File: config.mk
export PLATFORM = sky130hd
export DESIGN_NAME = tile_write_scheduler_flat
export DESIGN_NICKNAME = d
export VERILOG_FILES = /design/src/rtl/tile_write_scheduler_if.sv /design/src/rtl/tile_write_scheduler.sv /design/src/flat_wrapper.sv
export SDC_FILE = /design/constraint.sdc
export NUM_CORES = 1
export LEC_CHECK = 0
export ABC_AREA = 1
export CORE_MARGIN = 4
export CORE_UTILIZATION = 55
export DETAILED_ROUTE_END_ITERATION = 6
export GPL_TIMING_DRIVEN = 0
export PLACE_DENSITY = 0.79
export SYNTH_ARGS = -nofsm -noshare
export SYNTH_HDL_FRONTEND = slang
export SYNTH_SLANG_ARGS = --single-unit
File: constraint.sdc
create_clock -name clk -period 2.5 [get_ports clk]
set_input_delay 0.5 -clock clk [delete_from_list [all_inputs] [get_ports clk]]
set_output_delay 0.5 -clock clk [all_outputs]
set_load 0.02 [all_outputs]
File: src/rtl/tile_write_scheduler_if.sv
// Handshake between the frame scheduler and the tile writer: the tile start
// address, line stride and start pulse go out, and the writer's busy flag comes back.
interface tile_write_scheduler_if;
  logic [31:0] wr_addr;
  logic [15:0] wr_stride;
  logic        wr_start;
  logic        wr_running;

  modport master (output wr_addr, output wr_stride, output wr_start, input wr_running);
  modport slave  (input wr_addr, input wr_stride, input wr_start, output wr_running);
endinterface

File: src/rtl/tile_write_scheduler.sv
// Frame-level sequencer: walks the tile grid in raster order and issues one writer job
// per tile. An abort lets the tile in flight finish, then ends the frame.
//
// state       | meaning
// IDLE        | waiting for frame_start
// ISSUE       | wr_start asserted for the current tile
// WAIT_ACCEPT | waiting for the writer to report running
// WAIT_DONE   | tile in flight; waiting for running to drop
// FINISH      | frame_done pulse
module tile_write_scheduler #(
  parameter int TILE_ROW_BYTES = 64,
  parameter int TILE_ROWS      = 32
) (
  input  logic                            clk,
  input  logic                            resetn,
  input  logic [31:0]                     fb_base,
  input  logic [15:0]                     fb_stride,
  input  logic [7:0]                      tiles_x,
  input  logic [7:0]                      tiles_y,
  input  logic                            frame_start,
  input  logic                            abort,
  output logic                            frame_busy,
  output logic                            frame_done,
  output logic                            frame_aborted,
  output logic [15:0]                     tiles_done,
  tile_write_scheduler_if.master          wr
);

  typedef enum logic [2:0] {
    IDLE        = 3'd0,
    ISSUE       = 3'd1,
    WAIT_ACCEPT = 3'd2,
    WAIT_DONE   = 3'd3,
    FINISH      = 3'd4
  } state_t;

  state_t      state, state_nxt;
  logic [15:0] cfg_stride, cfg_stride_nxt;
  logic [7:0]  cfg_tx, cfg_tx_nxt;
  logic [7:0]  cfg_ty, cfg_ty_nxt;
  logic [7:0]  tx, tx_nxt;
  logic [7:0]  ty, ty_nxt;
  logic [31:0] row_base, row_base_nxt;
  logic [31:0] addr, addr_nxt;
  logic        abort_flag, abort_flag_nxt;
  logic        frame_busy_nxt, frame_done_nxt, frame_aborted_nxt;
  logic [15:0] tiles_done_nxt;
  logic [31:0] wr_addr_nxt;
  logic [15:0] wr_stride_nxt;
  logic        wr_start_nxt;
  logic [31:0] row_step;
  logic        last_x, last_y;

  assign row_step = {16'd0, cfg_stride} * 32'(TILE_ROWS);
  assign last_x   = (tx == cfg_tx - 8'd1);
  assign last_y   = (ty == cfg_ty - 8'd1);

  always_comb begin
    state_nxt         = state;
    cfg_stride_nxt    = cfg_stride;
    cfg_tx_nxt        = cfg_tx;
    cfg_ty_nxt        = cfg_ty;
    tx_nxt            = tx;
    ty_nxt            = ty;
    row_base_nxt      = row_base;
    addr_nxt          = addr;
    abort_flag_nxt    = abort_flag;
    frame_aborted_nxt = frame_aborted;
    tiles_done_nxt    = tiles_done;
    wr_addr_nxt       = wr.wr_addr;
    wr_stride_nxt     = wr.wr_stride;
    wr_start_nxt      = 1'b0;

    // Abort is only remembered while a frame is active; IDLE and FINISH ignore it.
    if (abort && (state == ISSUE || state == WAIT_ACCEPT || state == WAIT_DONE))
      abort_flag_nxt = 1'b1;

    case (state)
      IDLE: begin
        if (frame_start) begin
          cfg_stride_nxt    = fb_stride;
          cfg_tx_nxt        = tiles_x;
          cfg_ty_nxt        = tiles_y;
          tx_nxt            = 8'd0;
          ty_nxt            = 8'd0;
          row_base_nxt      = fb_base;
          addr_nxt          = fb_base;
          tiles_done_nxt    = 16'd0;
          frame_aborted_nxt = 1'b0;
          abort_flag_nxt    = 1'b0;
          if (tiles_x == 8'd0 || tiles_y == 8'd0) begin
            state_nxt = FINISH;
          end else begin
            state_nxt     = ISSUE;
            wr_start_nxt  = 1'b1;
            wr_addr_nxt   = fb_base;
            wr_stride_nxt = fb_stride;
          end
        end
      end
      ISSUE: state_nxt = WAIT_ACCEPT;
      WAIT_ACCEPT: begin
        if (wr.wr_running) state_nxt = WAIT_DONE;
      end
      WAIT_DONE: begin
        if (!wr.wr_running) begin
          tiles_done_nxt = tiles_done + 16'd1;
          if (last_x && last_y) begin
            state_nxt = FINISH;
          end else if (abort_flag_nxt) begin
            state_nxt         = FINISH;
            frame_aborted_nxt = 1'b1;
          end else begin
            if (!last_x) begin
              tx_nxt   = tx + 8'd1;
              addr_nxt = addr + 32'(TILE_ROW_BYTES);
            end else begin
              tx_nxt       = 8'd0;
              ty_nxt       = ty + 8'd1;
              row_base_nxt = row_base + row_step;
              addr_nxt     = row_base + row_step;
            end
            state_nxt     = ISSUE;
            wr_start_nxt  = 1'b1;
            wr_addr_nxt   = addr_nxt;
            wr_stride_nxt = cfg_stride;
          end
        end
      end
      FINISH:  state_nxt = IDLE;
      default: state_nxt = IDLE;
    endcase

    // Outputs are registered from the next state so they line up with it.
    frame_busy_nxt = (state_nxt == ISSUE) || (state_nxt == WAIT_ACCEPT) ||
                     (state_nxt == WAIT_DONE);
    frame_done_nxt = (state_nxt == FINISH);
  end

  always_ff @(posedge clk or negedge resetn) begin
    if (!resetn) begin
      state         <= IDLE;
      cfg_stride    <= 16'd0;
      cfg_tx        <= 8'd0;
      cfg_ty        <= 8'd0;
      tx            <= 8'd0;
      ty            <= 8'd0;
      row_base      <= 32'd0;
      addr          <= 32'd0;
      abort_flag    <= 1'b0;
      frame_busy    <= 1'b0;
      frame_done    <= 1'b0;
      frame_aborted <= 1'b0;
      tiles_done    <= 16'd0;
      wr.wr_addr    <= 32'd0;
      wr.wr_stride  <= 16'd0;
      wr.wr_start   <= 1'b0;
    end else begin
      state         <= state_nxt;
      cfg_stride    <= cfg_stride_nxt;
      cfg_tx        <= cfg_tx_nxt;
      cfg_ty        <= cfg_ty_nxt;
      tx            <= tx_nxt;
      ty            <= ty_nxt;
      row_base      <= row_base_nxt;
      addr          <= addr_nxt;
      abort_flag    <= abort_flag_nxt;
      frame_busy    <= frame_busy_nxt;
      frame_done    <= frame_done_nxt;
      frame_aborted <= frame_aborted_nxt;
      tiles_done    <= tiles_done_nxt;
      wr.wr_addr    <= wr_addr_nxt;
      wr.wr_stride  <= wr_stride_nxt;
      wr.wr_start   <= wr_start_nxt;
    end
  end

endmodule
File: src/flat_wrapper.sv
// flat-port wrapper written by rule: the top's interface ports become plain ports
module tile_write_scheduler_flat 
#(
  parameter int TILE_ROW_BYTES = 64,
  parameter int TILE_ROWS      = 32
)
  (clk, resetn, fb_base, fb_stride, tiles_x, tiles_y, frame_start, abort, frame_busy, frame_done, frame_aborted, tiles_done, wr_wr_addr, wr_wr_stride, wr_wr_start, wr_wr_running);
  tile_write_scheduler_if wr_i ();
  input  logic clk;
  input  logic resetn;
  input  logic [31:0] fb_base;
  input  logic [15:0] fb_stride;
  input  logic [7:0] tiles_x;
  input  logic [7:0] tiles_y;
  input  logic frame_start;
  input  logic abort;
  output logic frame_busy;
  output logic frame_done;
  output logic frame_aborted;
  output logic [15:0] tiles_done;
  output wire logic [$bits(wr_i.wr_addr)-1:0] wr_wr_addr;
  output wire logic [$bits(wr_i.wr_stride)-1:0] wr_wr_stride;
  output wire logic [$bits(wr_i.wr_start)-1:0] wr_wr_start;
  input wire logic [$bits(wr_i.wr_running)-1:0] wr_wr_running;
  assign wr_wr_addr = wr_i.wr_addr;
  assign wr_wr_stride = wr_i.wr_stride;
  assign wr_wr_start = wr_i.wr_start;
  assign wr_i.wr_running = wr_wr_running;
  tile_write_scheduler #(.TILE_ROW_BYTES(TILE_ROW_BYTES), .TILE_ROWS(TILE_ROWS)) u_core (.clk(clk), .resetn(resetn), .fb_base(fb_base), .fb_stride(fb_stride), .tiles_x(tiles_x), .tiles_y(tiles_y), .frame_start(frame_start), .abort(abort), .frame_busy(frame_busy), .frame_done(frame_done), .frame_aborted(frame_aborted), .tiles_done(tiles_done), .wr(wr_i));
endmodule
* Word-level counts from Yosys, hierarchy flattened
Cells that the tools add are included.
** Storage, ports and cells
- Register bits :: 184
- Input bits :: 69
- Output and inout port bits :: 68
** Cells by class
- Add/sub/neg operators :: 7
- Equal/unequal tests :: 16
- Muxes and demuxes :: 55
- Reduce and logical (&&, ||, !) cells :: 17
** Operators with widths (number)
- $mux 32 :: 11
- $pmux 32 s2 :: 3
- $mux 16 :: 7
- $mux 8 :: 9
- $pmux 16 s2 :: 2
- $add 32x21->32 :: 1
- $add 32x7->32 const B :: 1
- $pmux 8 s2 :: 2
- $mux 3 :: 6
- $add 16x1->16 const B :: 1
- $add 8x1->8 const B :: 2
- $eq 8x8->1 :: 2
- $logic_not 8->1 :: 2
- $sub 8x1->8 const B :: 2
- $eq 3x2->1 const B :: 4
- $mux 1 :: 12
- $ne 2x2->1 const B :: 6
- $pmux 3 s4 :: 1
- $reduce_and 6->1 :: 2
- $reduce_and 5->1 :: 2
- $eq 3x1->1 const B :: 2
- $logic_or 1x1->1 :: 5
- $pmux 1 s2 :: 2
- $eq 3x3->1 const B :: 1
- 6 further kinds :: 7

* Logic depth before layout (Yosys ltp)
- Depth in word-level cells :: 12
- Gate-level depth with buffers :: 18
- Gate-level depth less buffers :: 18

* Worst setup path before layout
OpenSTA, ideal clock, no wires.
- Path type :: register to register
- From :: register u_core.cfg_tx[0]
- To :: register u_core.row_base[21]
- Arrival time :: 1992 ps
- Period minus slack after synthesis :: 2108 ps
- Path slack :: 392 ps
- Cell stages (with the launch flop) :: 14
- Setup time :: 117 ps
- Path buffers :: 1
- Required time :: 2383 ps
- Cell sequence :: dfrtp_1 inv_1 ha_1 or2_2 and3_1 nand4_2 nor2_8 nand2_4 nand3_4 nand2_4 nand2_4 buf_4 nand2_1 nand2_1
** On the way
- Word-level cells in the longest chain between the ends :: 5
- Elaborated cells between the ends (all ways) :: 6
- Those cells by class :: 1 x add/sub; 3 x eq/ne; 2 x reduce/logical
** RTL lines
- start, declared :: RTL line tile_write_scheduler.sv:39 : logic [7:0] cfg_tx, cfg_tx_nxt;
- start signal, assigned :: RTL line tile_write_scheduler.sv:161 : cfg_tx <= cfg_tx_nxt;
- $sub 8x1->8 * :: RTL line tile_write_scheduler.sv:55 : assign last_x = (tx == cfg_tx - 8'd1);
- $eq 8x8->1 * :: RTL line tile_write_scheduler.sv:55
- $logic_and 1x1->1 :: RTL line tile_write_scheduler.sv:108 : if (last_x && last_y) begin
- $ne 2x2->1 (no source line)
- $reduce_and 6->1 (no source line) *
- end signal, assigned :: RTL line tile_write_scheduler.sv:165 : row_base <= row_base_nxt;
- end, declared :: RTL line tile_write_scheduler.sv:43 : logic [31:0] row_base, row_base_nxt;
Mark *: on every way between the ends. The rest lies on a longest branch, timed or not.
A chain may end at the register's enable or synchronous reset.

* Worst setup path in the final report
- From :: register u_core.cfg_tx[0]
- To :: register u_core.wr.wr_addr[7]
** On the way
- Word-level cells in the longest chain between the ends :: 7
- Elaborated cells between the ends (all ways) :: 10
- Those cells by class :: 1 x add/sub; 2 x eq/ne; 5 x mux; 2 x reduce/logical
** RTL lines
- $sub 8x1->8 * :: RTL line tile_write_scheduler.sv:55
- $eq 8x8->1 * :: RTL line tile_write_scheduler.sv:55
- $mux 32 :: RTL line tile_write_scheduler.sv:114 : if (!last_x) begin
- $mux 32 :: RTL line tile_write_scheduler.sv:110 : end else if (abort_flag_nxt) begin
- $mux 32 :: RTL line tile_write_scheduler.sv:108
- $mux 32 :: RTL line tile_write_scheduler.sv:106 : if (!wr.wr_running) begin
- $pmux 32 s2 :: RTL line tile_write_scheduler.sv:78 : case (state)
- end signal, assigned :: RTL line tile_write_scheduler.sv:172 : wr.wr_addr <= wr_addr_nxt;
- end, declared :: RTL line tile_write_scheduler_if.sv:9 : modport master (output wr_addr, output wr_stride, output wr_start, input wr_running);
Mark *: on every way between the ends. The rest lies on a longest branch, timed or not. The select of a mux whose other input is x is not followed.

==> reports/qor.yml <==
final_layout:
  nNetsFinal: 1951
  layout-drive-gt1-share: 0.0673
  final_cell_count_no_fill: 2141
  synthToLayoutAreaGrowth_pct: 22.1
  finalCoreUtilization: 0.685
  antenna_cells: 0
power:
  vdd_drop_max_uv: 602
  p_leak_nw: 7.06
  power_density_nw_per_um2: 1240
  p_total_w: 0.0173
die:
  core-area_um2: 20300
  ios: 137
  initial_utilization: 0.561
  rows: 52
  dieWidth_um: 152
  dieArea_um2: 23100
  die_h_um: 152
sta:
  worst_slack_ps: 85.9
  tns_ps: 0
  tightest_slew_ps: 817
  setup_viol: 0
  fin_crit_sh: 0.966
  clock_skew_ps: 18.6
  relSlewSlack: 0.455
  fmax_mhz: 414
  slew_violations: 0
  hold_viol_final: 0
  rsz0062_at_grt: "true"
  period_minus_slack_ps: 2410
synth:
  synth_edf_count: 0
  synth_ff_type: "dfrtp_1"
  syn_area_per_cell_um2: 6.73
  synthArstFlopShare: 1.00
  synth_top_area_frac: 0.404
  netlist_top_cells_count: "nand2_1, dfrtp_1, inv_1, nand3_1, nor2_1"
  synth.largest_area_cell: "dfrtp_1"
  synthCells: 1693
  synth.area.top_cells: "dfrtp_1, nand2_1, nand3_1"
  synth.most_common_cell: "nand2_1"
  netlist_area_um2: 11400
  synth_seq_area_share: 0.404
  yosys_warnings: 0
  syn_nets: 1785
  synth.ff_latch_count: 184
  synth_cell_types: 41
cts:
  hold_buffers: 0
  cts_buffers: 17
  clock-sinks: 184
  clkLatencyLatePin_ps: 440
  htreeDepth: 4
  cts_root_buf: "clkbuf_16"
  cts_tree: "built"
  path_clk_slew_ps: 80
  cts_buffer_depth: 2
worst_setup_path:
  worst_r2r_path_depth: 13
  cp-startpoint: "u_core.cfg_tx[0]$_DFFE_PN0P_"
  reg2reg_slack_ps: 90
  critPathRequiredTime_ps: 2830
  crit_fanout: 10
  cp-end-kind: "register"
  cp-start-kind: "register"
  reg2reg_from: "u_core.cfg_tx[0]$_DFFE_PN0P_"
  r2r_end: "u_core.wr.wr_addr[7]$_DFFE_PN0P_"
  critPathArrivalTime_ps: 2740
  path_class: "register to register"
global_route:
  grt_pass1_vias: 11482
  antenna_found_initial: 0
  grt_max_degree: 120
  grt_usage: 0.326
  grt_pass1_wl_mm: 60.6
  grt_overflow: 0
worst_hold_path:
  hold_path.class: "input port to asynchronous set/reset pin"
drt:
  drtAntennaViolNets: 0
  drtIter0Drc: 1047
  wl_mm: 38.2
  viasPerCell: 5.53
  drc: 0
  vias: 11835
  detail_route.wl_per_cell_um: 17.8
  dr.pass1.iters: 6
place:
  place_hpwl_mm: 29.4
  place_congestion: 0.981
  dpl.cell_count: 2100
  place_ws_ps: -400
  io_buffers: 136
flow_run:
  maxCapViolCount: 0
run_status:
  status: "complete, no violations"
-- repair_timing --
item	CTS	global route
resized for setup	27	27
pin swaps	0	3
buffers inserted	1	9
endpoints found under the setup margin	98	123
cloned	0	0
hold endpoints to repair	0	0
-- stage by stage --
step | hold slack [ps] | cell area (um^2)
final | 7.72 | 13900
after global routing | 45.5 | 13900
after CTS | 26.1 | 13800
after detailed placement | 459 | 13100
after global placement | 453 | 13100
after floorplan | 204 | 11400
-- placed cells by master, fill, tap and decap left out, types with 19 or more instances in the layout --
master,instances
dfrtp_1,184
inv_1,155
clkdlybuf4s50_1,135
o21ai_0,84
nand3_1,118
a21oi_1,23
clkbuf_1,19
nand2_1,765
nor2_1,105
xor2_1,26
nor3_1,22
-- logic make-up after synthesis --
logic type	Yosys count	synth area share
AO/OA/AOI/OAI	143	0.0664
XOR/XNOR	43	0.0331
adder cells (fa/ha/maj)	23	0.0259
buffers and inverters	218	0.0785
flip-flops	184	0.404
AND/OR/NAND/NOR	1082	0.392
-- report_power, final --
group          internal (W)  leakage (nW)  total (W)  switching, W
sequential          0.00415          2.35    0.00520       0.00105
clock               0.00133         0.276    0.00271       0.00138
combinational       0.00331          4.43    0.00939       0.00608
total               0.00879          7.06     0.0173       0.00851
-- flip-flops by register name (all words and copies together), names as in the netlist --
register and cells:
u_core.state 3, u_core.frame_aborted 1, u_core.wr.wr_addr 32, u_core.row_base 32, u_core.cfg_ty 8, u_core.frame_done 1, u_core.cfg_tx 8, u_core.tiles_done 16
u_core.cfg_stride 16, u_core.tx 8, u_core.abort_flag 1, u_core.addr 32, u_core.wr.wr_stride 16, u_core.wr.wr_start 1, u_core.ty 8, u_core.frame_busy 1
-- per-layer routing --
| layer | part of all wire | GRT usage |
|---|---|---|
| met5 | 0 | 0 |
| met3 | 0.082 | 0.0592 |
| met2 | 0.47 | 0.537 |
| met4 | 0.026 | 0.107 |
| met1 | 0.42 | 0.440 |
-- area by class of cell --
type | instances | area (um^2)
clock inverter | 14 | 153
clock buffer | 17 | 425
multi-input combinational | 1291 | 5990
tap | 270 | 338
fill | 1805 | 6380
buffer | 57 | 324
sequential | 184 | 4600
inverter | 161 | 609
timing repair buffer | 147 | 1470
-- critical path, stage by stage, from the launching register on --
cell	delay, ps
dfrtp_1	410
inv_2	100
ha_4	210
or2_2	280
and3_1	190
inv_1	60
nor2_1	60
nand2_4	150
buf_4	250
nand3b_1	90
o21ai_1	270
inv_1	80
nand2_1	90
nand2_1	60
-- worst max-delay path by stage --
stage	end	slack (ps)	depth (start not counted)
after CTS	u_core.addr[21]$_DFFE_PN0P_	3	17
final	u_core.wr.wr_addr[7]$_DFFE_PN0P_	90	13
after floorplan	u_core.row_base[21]$_DFFE_PN0P_	390	13
after detailed placement	u_core.frame_busy$_DFF_PN0_	-400	8
after global placement	u_core.wr.wr_addr[3]$_DFFE_PN0P_	-6730	1
after global routing	u_core.wr.wr_addr[25]$_DFFE_PN0P_	-10	17
Power figures use the tool's default switching activity.
